===== src/rtl/bcd_addsub_serial.sv =====
// Digit-serial packed-BCD adder/subtractor, DIG_PER_CYC digits per clock, LSD first.
// States: S_IDLE | waiting for start, outputs hold;  S_CALC | rippling digits into r_acc
module bcd_addsub_serial #(
  parameter int DIGITS      = 8,
  parameter int DIG_PER_CYC = 1
) (
  input  logic                clk,
  input  logic                reset,
  input  logic                start,
  input  logic                sub,
  input  logic                carry_in,
  input  logic [4*DIGITS-1:0] arg1,
  input  logic [4*DIGITS-1:0] arg2,
  output logic [4*DIGITS-1:0] result,
  output logic                busy,
  output logic                done,
  output logic                overflow,
  output logic                invalid
);

  localparam int W   = 4 * DIGITS;
  localparam int SHW = 4 * DIG_PER_CYC;
  localparam int L   = DIGITS / DIG_PER_CYC;
  localparam int CW  = (L > 1) ? $clog2(L) : 1;

  if (DIGITS % DIG_PER_CYC != 0) begin : g_bad_param
    $error("bcd_addsub_serial: DIG_PER_CYC must divide DIGITS");
  end

  typedef enum logic {S_IDLE, S_CALC} state_t;

  state_t          r_state;
  logic [W-1:0]    r_a;
  logic [W-1:0]    r_b;
  logic [W-1:0]    r_acc;
  logic            r_sub;
  logic            r_carry;
  logic            r_bad;
  logic [CW-1:0]   r_left;

  logic            w_bad_in;
  logic [SHW-1:0]  w_sum;
  logic            w_cout;
  logic [W-1:0]    w_acc_next;

  always_comb begin
    w_bad_in = 1'b0;
    for (int i = 0; i < DIGITS; i++) begin
      if (arg1[4*i +: 4] > 4'd9 || arg2[4*i +: 4] > 4'd9) w_bad_in = 1'b1;
    end
  end

  // Subtraction is A + (9's complement of B) with the incoming borrow inverted.
  always_comb begin
    logic [4:0] s;
    logic [3:0] bd;
    logic       c;
    c     = r_carry;
    s     = '0;
    bd    = '0;
    w_sum = '0;
    for (int i = 0; i < DIG_PER_CYC; i++) begin
      bd = r_sub ? (4'd9 - r_b[4*i +: 4]) : r_b[4*i +: 4];
      s  = {1'b0, r_a[4*i +: 4]} + {1'b0, bd} + {4'b0000, c};
      if (s > 5'd9) begin
        w_sum[4*i +: 4] = 4'(s - 5'd10);
        c               = 1'b1;
      end else begin
        w_sum[4*i +: 4] = s[3:0];
        c               = 1'b0;
      end
    end
    w_cout = c;
  end

  // New digits enter at the top so digit 0 lands at the bottom after L shifts.
  assign w_acc_next = (r_acc >> SHW) | (W'(w_sum) << (W - SHW));

  always_ff @(posedge clk) begin
    if (reset) begin
      r_state  <= S_IDLE;
      r_a      <= '0;
      r_b      <= '0;
      r_acc    <= '0;
      r_sub    <= 1'b0;
      r_carry  <= 1'b0;
      r_bad    <= 1'b0;
      r_left   <= '0;
      result   <= '0;
      busy     <= 1'b0;
      done     <= 1'b0;
      overflow <= 1'b0;
      invalid  <= 1'b0;
    end else begin
      done <= 1'b0;
      case (r_state)
        S_IDLE: begin
          if (start) begin
            r_a     <= arg1;
            r_b     <= arg2;
            r_sub   <= sub;
            r_carry <= sub ? ~carry_in : carry_in;
            r_bad   <= w_bad_in;
            r_left  <= CW'(L - 1);
            r_acc   <= '0;
            busy    <= 1'b1;
            r_state <= S_CALC;
          end
        end
        S_CALC: begin
          r_a     <= r_a >> SHW;
          r_b     <= r_b >> SHW;
          r_carry <= w_cout;
          r_acc   <= w_acc_next;
          if (r_left == '0) begin
            result   <= r_bad ? '0 : w_acc_next;
            overflow <= r_bad ? 1'b0 : (r_sub ? ~w_cout : w_cout);
            invalid  <= r_bad;
            busy     <= 1'b0;
            done     <= 1'b1;
            r_state  <= S_IDLE;
          end else begin
            r_left <= r_left - 1'b1;
          end
        end
        default: r_state <= S_IDLE;
      endcase
    end
  end

endmodule


===== config.mk =====
export PLATFORM = sky130hd
export DESIGN_NAME = bcd_addsub_serial
export DESIGN_NICKNAME = d
export VERILOG_FILES = /design/src/rtl/bcd_addsub_serial.sv
export SDC_FILE = /design/constraint.sdc
export NUM_CORES = 1
export LEC_CHECK = 0
export CORE_ASPECT_RATIO = 0.6
export CORE_MARGIN = 2
export CORE_UTILIZATION = 52
export DETAILED_ROUTE_END_ITERATION = 10
export GPL_ROUTABILITY_DRIVEN = 0
export PLACE_DENSITY = 0.79
export SLEW_MARGIN = 20
export SYNTH_ARGS = -nofsm -noshare
export SYNTH_HDL_FRONTEND = slang
export SYNTH_SLANG_ARGS = --single-unit

===== constraint.sdc =====
create_clock -name clk -period 3.15 [get_ports clk]
set_input_delay 0.945 -clock clk [delete_from_list [all_inputs] [get_ports clk]]
set_output_delay 0.945 -clock clk [all_outputs]
set_load 0.05 [all_outputs]

==> reports/metrics.csv, run 1 <==
metric,value,unit
dpl_cell_area,6830,um^2
grt.overflow.total,0,
holdPathStages,1,
r2r-end,overflow$_SDFFE_PP0P_,
io_buffer_count,104,
power_frac_seq,41.0,%
p_int,3260,uW
clk_latency,420,ps
first_iter_violations,497,
power.switching,1220,uW
core_area,10600,um^2
ys_ff_latch,135,
stdcell_area,7440,um^2
grtUsageTotal,24.2,%
grt_pass1_vias,4574,
cp.depth,12,
min_period_over_period,94.9,%
clock_path_buffers,2,
tightest_slew,744,ps
path_class,flop to flop,
hold_path_class,flop to flop,
synth_edf_count,0,
cts_sinks,135,
power_frac_clock,44.9,%
hold_violations,0,
synth_cell_types,42,
antenna_found_initial,0,
max_freq,334,MHz
ys_seq_area_share,47.3,%
r2r-start,r_sub$_SDFFE_PP0P_,
drt_pre_antenna_iters,5,
finalWirelength,14.0,mm
synth_area,5720,um^2
rsz0062_at_grt,false,
clkTransAtPathRegs,60,ps
ant_nets,0,
whs_endpoint,result[3]$_SDFFE_PP0P_,
path_cells,xnor2_1 -> fa_1 -> inv_1 -> fa_1 -> xor2_2 -> inv_1 -> ha_1 -> nand2_1 -> o31ai_2 -> nor3_4 -> o21ai_0 -> a32o_1,
crit_slowest_cell,dfxtp_1,
die_x,139,um
grt_start_max_net_pins,180,
status,"complete, no violations",
yosysWarnings,0,
wl_per_cell,15.9,um
area_growth_syn_to_layout,30.1,%
leakage,0.00302,uW
final_cell_mix,"nor2_1, dfxtp_1, clkdlybuf4s50_1",
cts_hold_buf,0,
hp-start,r_acc[7]$_SDFFE_PP0P_,
vias,4894,
dp.cells,849,
rows,29,
drc_errors,0,
skew,6.77,ps
critPathRequiredTime,3460,ps
reg2reg_depth,12,
drive_above_1_share,6.87,%
slew_headroom,50.4,%
p_comb_share,14.1,%
synth_nets,725,
floorplan.initialDensity,53.8,%
critPathBufInv,2,
die_y,85.2,um
die-area,11900,um^2
p_per_area,602,nW/um^2
syn_inst,647,
fillers,772,
postCtsSetupRepairBufs,0,
via_per_inst,5.56,
slew_violations,0,
critPathArrivalTime,3300,ps
ir_drop,465,uV
layoutNonFillerInstCount,881,
drv_cap,0,
cts_root_buffer,clkbuf_16,
path_max_fanout,9,
postSynthAreaPerCell,8.84,um^2
hpwlAfterDp,9.14,mm
tns,0,ps
critical_path.top_delay_family,adder cells,
p_sw_share,27.3,%
tritoncts,yes,
ys.flop_type,dfxtp_1,
cp-end-kind,flop,
r2r_slack,160,ps
layout_commonest_cell,nor2_1,
min_period,2990,ps
async_flop_share,0,%
ios,105,
cts_buffers,17,
start_kind,flop,
synth_top_area_share,47.3,%
yosys-top-cells-area,"dfxtp_1, mux2i_1, nor2_1, a21oi_1, a22o_1",
cpPeakStageDelay,440,ps
n_antenna_cell,0,
h-tree-depth,4,
setup_viol_count_final,0,
nNetsFinal,807,
grt_pass1_wl,22.9,mm
synth_top_cell_by_area,dfxtp_1,
==> cells by family (layout without fill, tap and decap cells) <==
kind of cell	Yosys count	count (layout)	synth area share (%)
xor gates and xnor gates	4	4	0.613
buffers and inverters	61	156	4.35
and+or+nand+nor	213	213	17.0
muxes	66	66	11.6
DFF	135	135	47.3
adders and majority gates	9	9	2.23
AOI/OAI and AO/OA	159	159	17.0
==> Yosys cell counts (2+ instances only) <==
cell type and n:
dfxtp_1 135, nand3_1 4, o21a_1 3, o21ai_0 23
a32o_1 2, fa_1 2, a22o_1 31, buf_2 16
and3_1 2, mux2i_1 66, a311oi_1 2, a21oi_1 89
nand3b_1 2, nand4_1 3, xnor2_1 3, a31o_2 2
nor3b_1 27, nor3_2 2, nor2_1 153, and2_1 2
or3_1 2, clkbuf_1 29, inv_1 12, buf_1 4
ha_1 7, nand2_1 8
==> registers in the layout, summed over array words and instances, names as in the netlist, 3 cells and up <==
signal and count:
r_a 32, r_b 32, result 32, r_acc 28, r_left 3
==> through the flow <==
stage          total power (uW)  setup slack [ps]  hold slack [ps]  util (%)
2_1_floorplan              2270               487              441         -
3_3_place_gp               2450               327              447      64.1
3_5_place_dp               2480               114              455      64.2
4_1_cts                    4490               127              470      69.9
5_1_grt                    4650              39.3              493      70.0
6_report                   4480               160              468      70.0
==> what timing repair did <==
item,in CTS,in global routing
resized for setup,1,2
endpoints found under the hold margin,0,0
setup endpoints to repair,1,3
pin swaps,0,0
==> how the worst max path moves through the flow <==
| stage | to | startpoint | slack (ps) |
|---|---|---|---|
| global placement | overflow$_SDFFE_PP0P_ | r_sub$_SDFFE_PP0P_ | 330 |
| finish | overflow$_SDFFE_PP0P_ | r_sub$_SDFFE_PP0P_ | 160 |
| floorplan | result[30]$_SDFFE_PP0P_ | r_sub$_SDFFE_PP0P_ | 490 |
| global route | overflow$_SDFFE_PP0P_ | r_sub$_SDFFE_PP0P_ | 40 |
| detailed placement | overflow$_SDFFE_PP0P_ | r_sub$_SDFFE_PP0P_ | 110 |
| CTS | result[30]$_SDFFE_PP0P_ | r_b[1]$_SDFFE_PP0P_ | 130 |
==> power groups by stage <==
stage | clock [uW] | sequential, uW | combinational (uW)
after floorplan | 0 | 1880 | 394
after global placement | 0 | 1870 | 581
after detailed placement | 0 | 1870 | 607
after CTS | 2030 | 1840 | 622
after global routing | 2120 | 1850 | 687
final | 2010 | 1840 | 631
==> metal layers <==
layer  global-route usage (%)  share of wire [%]
met5                        0                  0
met4                     8.17                1.8
met3                     6.49                6.7
met2                     35.9                 43
met1                     34.3                 49
==> layout make-up <==
type / count / area [um^2] / area share (%)
inverters: 12 / 45.0 / 0.605
well taps: 139 / 174 / 2.34
flip-flops and latches: 135 / 2710 / 36.4
repair buffers: 112 / 1130 / 15.1
clock buffers: 18 / 439 / 5.90
multi-input cells: 451 / 2790 / 37.5
clock inverters: 14 / 161 / 2.17
(Power assumes the default switching activity.)
==> run 2, diff against run 1 <==
--- a/config.mk
+++ b/config.mk
@@ -7,10 +7,11 @@
 export LEC_CHECK = 0
 export CORE_ASPECT_RATIO = 0.6
 export CORE_MARGIN = 2
-export CORE_UTILIZATION = 52
+export CORE_UTILIZATION = 60
 export DETAILED_ROUTE_END_ITERATION = 10
+export DONT_BUFFER_PORTS = 1
 export GPL_ROUTABILITY_DRIVEN = 0
-export PLACE_DENSITY = 0.79
+export PLACE_DENSITY = 0.76
 export SLEW_MARGIN = 20
 export SYNTH_ARGS = -nofsm -noshare
 export SYNTH_HDL_FRONTEND = slang
==> reports/metrics.csv, run 2 (same netlist as run 1, synthesis figures left out) <==
metric,value,unit,change
hold_path_class,flop to flop,,unchanged
tightest_slew,943,ps,was 744 ps
ant_nets,0,,unchanged
antenna_found_initial,1,,was 0
r2r-start,r_sub$_SDFFE_PP0P_,,unchanged
hp-start,r_acc[6]$_SDFFE_PP0P_,,was r_acc[7]$_SDFFE_PP0P_
grt_start_max_net_pins,104,,was 180
cp-end-kind,flop,,unchanged
core_area,9220,um^2,"was 10,600 um^2"
critPathRequiredTime,3450,ps,was 3460 ps
r2r-end,result[29]$_SDFFE_PP0P_,,was overflow$_SDFFE_PP0P_
dp.cells,733,,was 849
io_buffer_count,0,,was 104
layoutNonFillerInstCount,767,,was 881
finalWirelength,13.0,mm,was 14.0 mm
path_max_fanout,7,,was 9
h-tree-depth,4,,unchanged
grtUsageTotal,26.3,%,was 24.2%
whs_endpoint,result[2]$_SDFFE_PP0P_,,was result[3]$_SDFFE_PP0P_
ios,105,,unchanged
rows,27,,was 29
min_period_over_period,95.6,%,was 94.9%
wl_per_cell,17.0,um,was 15.9 um
p_per_area,650,nW/um^2,was 602 nW/um^2
setup_viol_count_final,0,,unchanged
final_cell_mix,"nor2_1, dfxtp_1, a21oi_1",,"was nor2_1, dfxtp_1, clkdlybuf4s50_1"
tns,0,ps,unchanged
die-area,10400,um^2,"was 11,900 um^2"
floorplan.initialDensity,62.0,%,was 53.8%
ir_drop,461,uV,was 465 uV
path_class,flop to flop,,unchanged
die_x,130,um,was 139 um
drive_above_1_share,6.59,%,was 6.87%
grt_pass1_wl,20.9,mm,was 22.9 mm
start_kind,flop,,unchanged
nNetsFinal,703,,was 807
drt_pre_antenna_iters,5,,unchanged
slew_violations,0,,unchanged
drv_cap,0,,unchanged
critPathArrivalTime,3310,ps,was 3300 ps
vias,4426,,"was 4,894"
r2r_slack,140,ps,was 160 ps
drc_errors,0,,unchanged
tritoncts,yes,,unchanged
cts_root_buffer,clkbuf_16,,unchanged
reg_top3,"r_a (32), r_b (32), result (32)",,unchanged
area_growth_syn_to_layout,10.2,%,was 30.1%
status,"complete, no violations",,unchanged
reg2reg_depth,13,,was 12
min_period,3010,ps,was 2990 ps
grt_pass1_vias,4125,,"was 4,574"
leakage,0.00261,uW,was 0.00302 uW
skew,6.82,ps,was 6.77 ps
clk_latency,410,ps,was 420 ps
cts_buffers,17,,unchanged
holdPathStages,1,,unchanged
clock_path_buffers,2,,unchanged
hold_violations,0,,unchanged
n_antenna_cell,0,,unchanged
clkTransAtPathRegs,50,ps,was 60 ps
slew_headroom,37.2,%,was 50.4%
hpwlAfterDp,8.32,mm,was 9.14 mm
via_per_inst,5.77,,was 5.56
critPathLaunch,r_sub$_SDFFE_PP0P_,,unchanged
grt.overflow.total,0,,unchanged
layout_commonest_cell,nor2_1,,unchanged
max_freq,332,MHz,was 334 MHz
cts_sinks,135,,unchanged
die_y,79.6,um,was 85.2 um
first_iter_violations,305,,was 497
fillers,735,,was 772
## run 2: metrics by stage
step	area [um^2]	util (%)	hold slack, ps	worst slack (ps)	power (uW)
final	6300	68.3	466	140	4090
after floorplan	5720	-	441	487	2270
after global placement	5730	62.1	446	296	2290
after global routing	6300	68.3	486	-4.31	4250
after detailed placement	5730	62.1	453	139	2320
after CTS	6260	67.8	466	78.8	4090
## run 2: where the power goes
group,internal (uW),switching (uW)
clock,1100,677
sequential,1790,73.9
combinational,188,263
## run 2: routing by layer
metal  vias up  track usage [%]  share of wire [%]
met5         -                0                  0
met4         0             9.78                1.2
met3        16             8.38                8.4
met2       131             37.3                 42
met1      2070             37.1                 48
li1       2209                -                  -
## run 2: what timing repair did
action | CTS | global route
gates resized for setup | 0 | 4
hold buffers | 0 | 0
buffers inserted | 0 | 3
setup endpoints to repair | 0 | 5
## run 2: worst max path at each step
| stage | endpoint | slack (ps) | depth (start not counted) |
|---|---|---|---|
| 2_1_floorplan | result[30]$_SDFFE_PP0P_ | 490 | 12 |
| 3_3_place_gp | overflow$_SDFFE_PP0P_ | 300 | 13 |
| 3_5_place_dp | overflow$_SDFFE_PP0P_ | 140 | 12 |
| 4_1_cts | overflow$_SDFFE_PP0P_ | 80 | 12 |
| 5_1_grt | overflow$_SDFFE_PP0P_ | -4 | 13 |
| 6_report | result[29]$_SDFFE_PP0P_ | 140 | 13 |
## run 2: critical path: stages, from the launching register on
cell and delay [ps]:
dfxtp_2 350, xnor2_1 190, fa_1 210, inv_1 50, fa_1 420, xor2_2 220, inv_1 120, ha_1 220
nand2_1 80, o31ai_2 120, nor3_4 110, dlymetal6s2s_1 190, or3_1 350, a32o_1 250
## run 2: final cells by class
type	count	area [um^2]	area share, %
clock buffer	28	517	8.20
tap	130	163	2.58
clock inverter	3	15.0	0.238
sequential	135	2710	43.0
timing repair buffer	8	65.1	1.03
inverter	12	45.0	0.715
multi-input combinational	451	2790	44.2
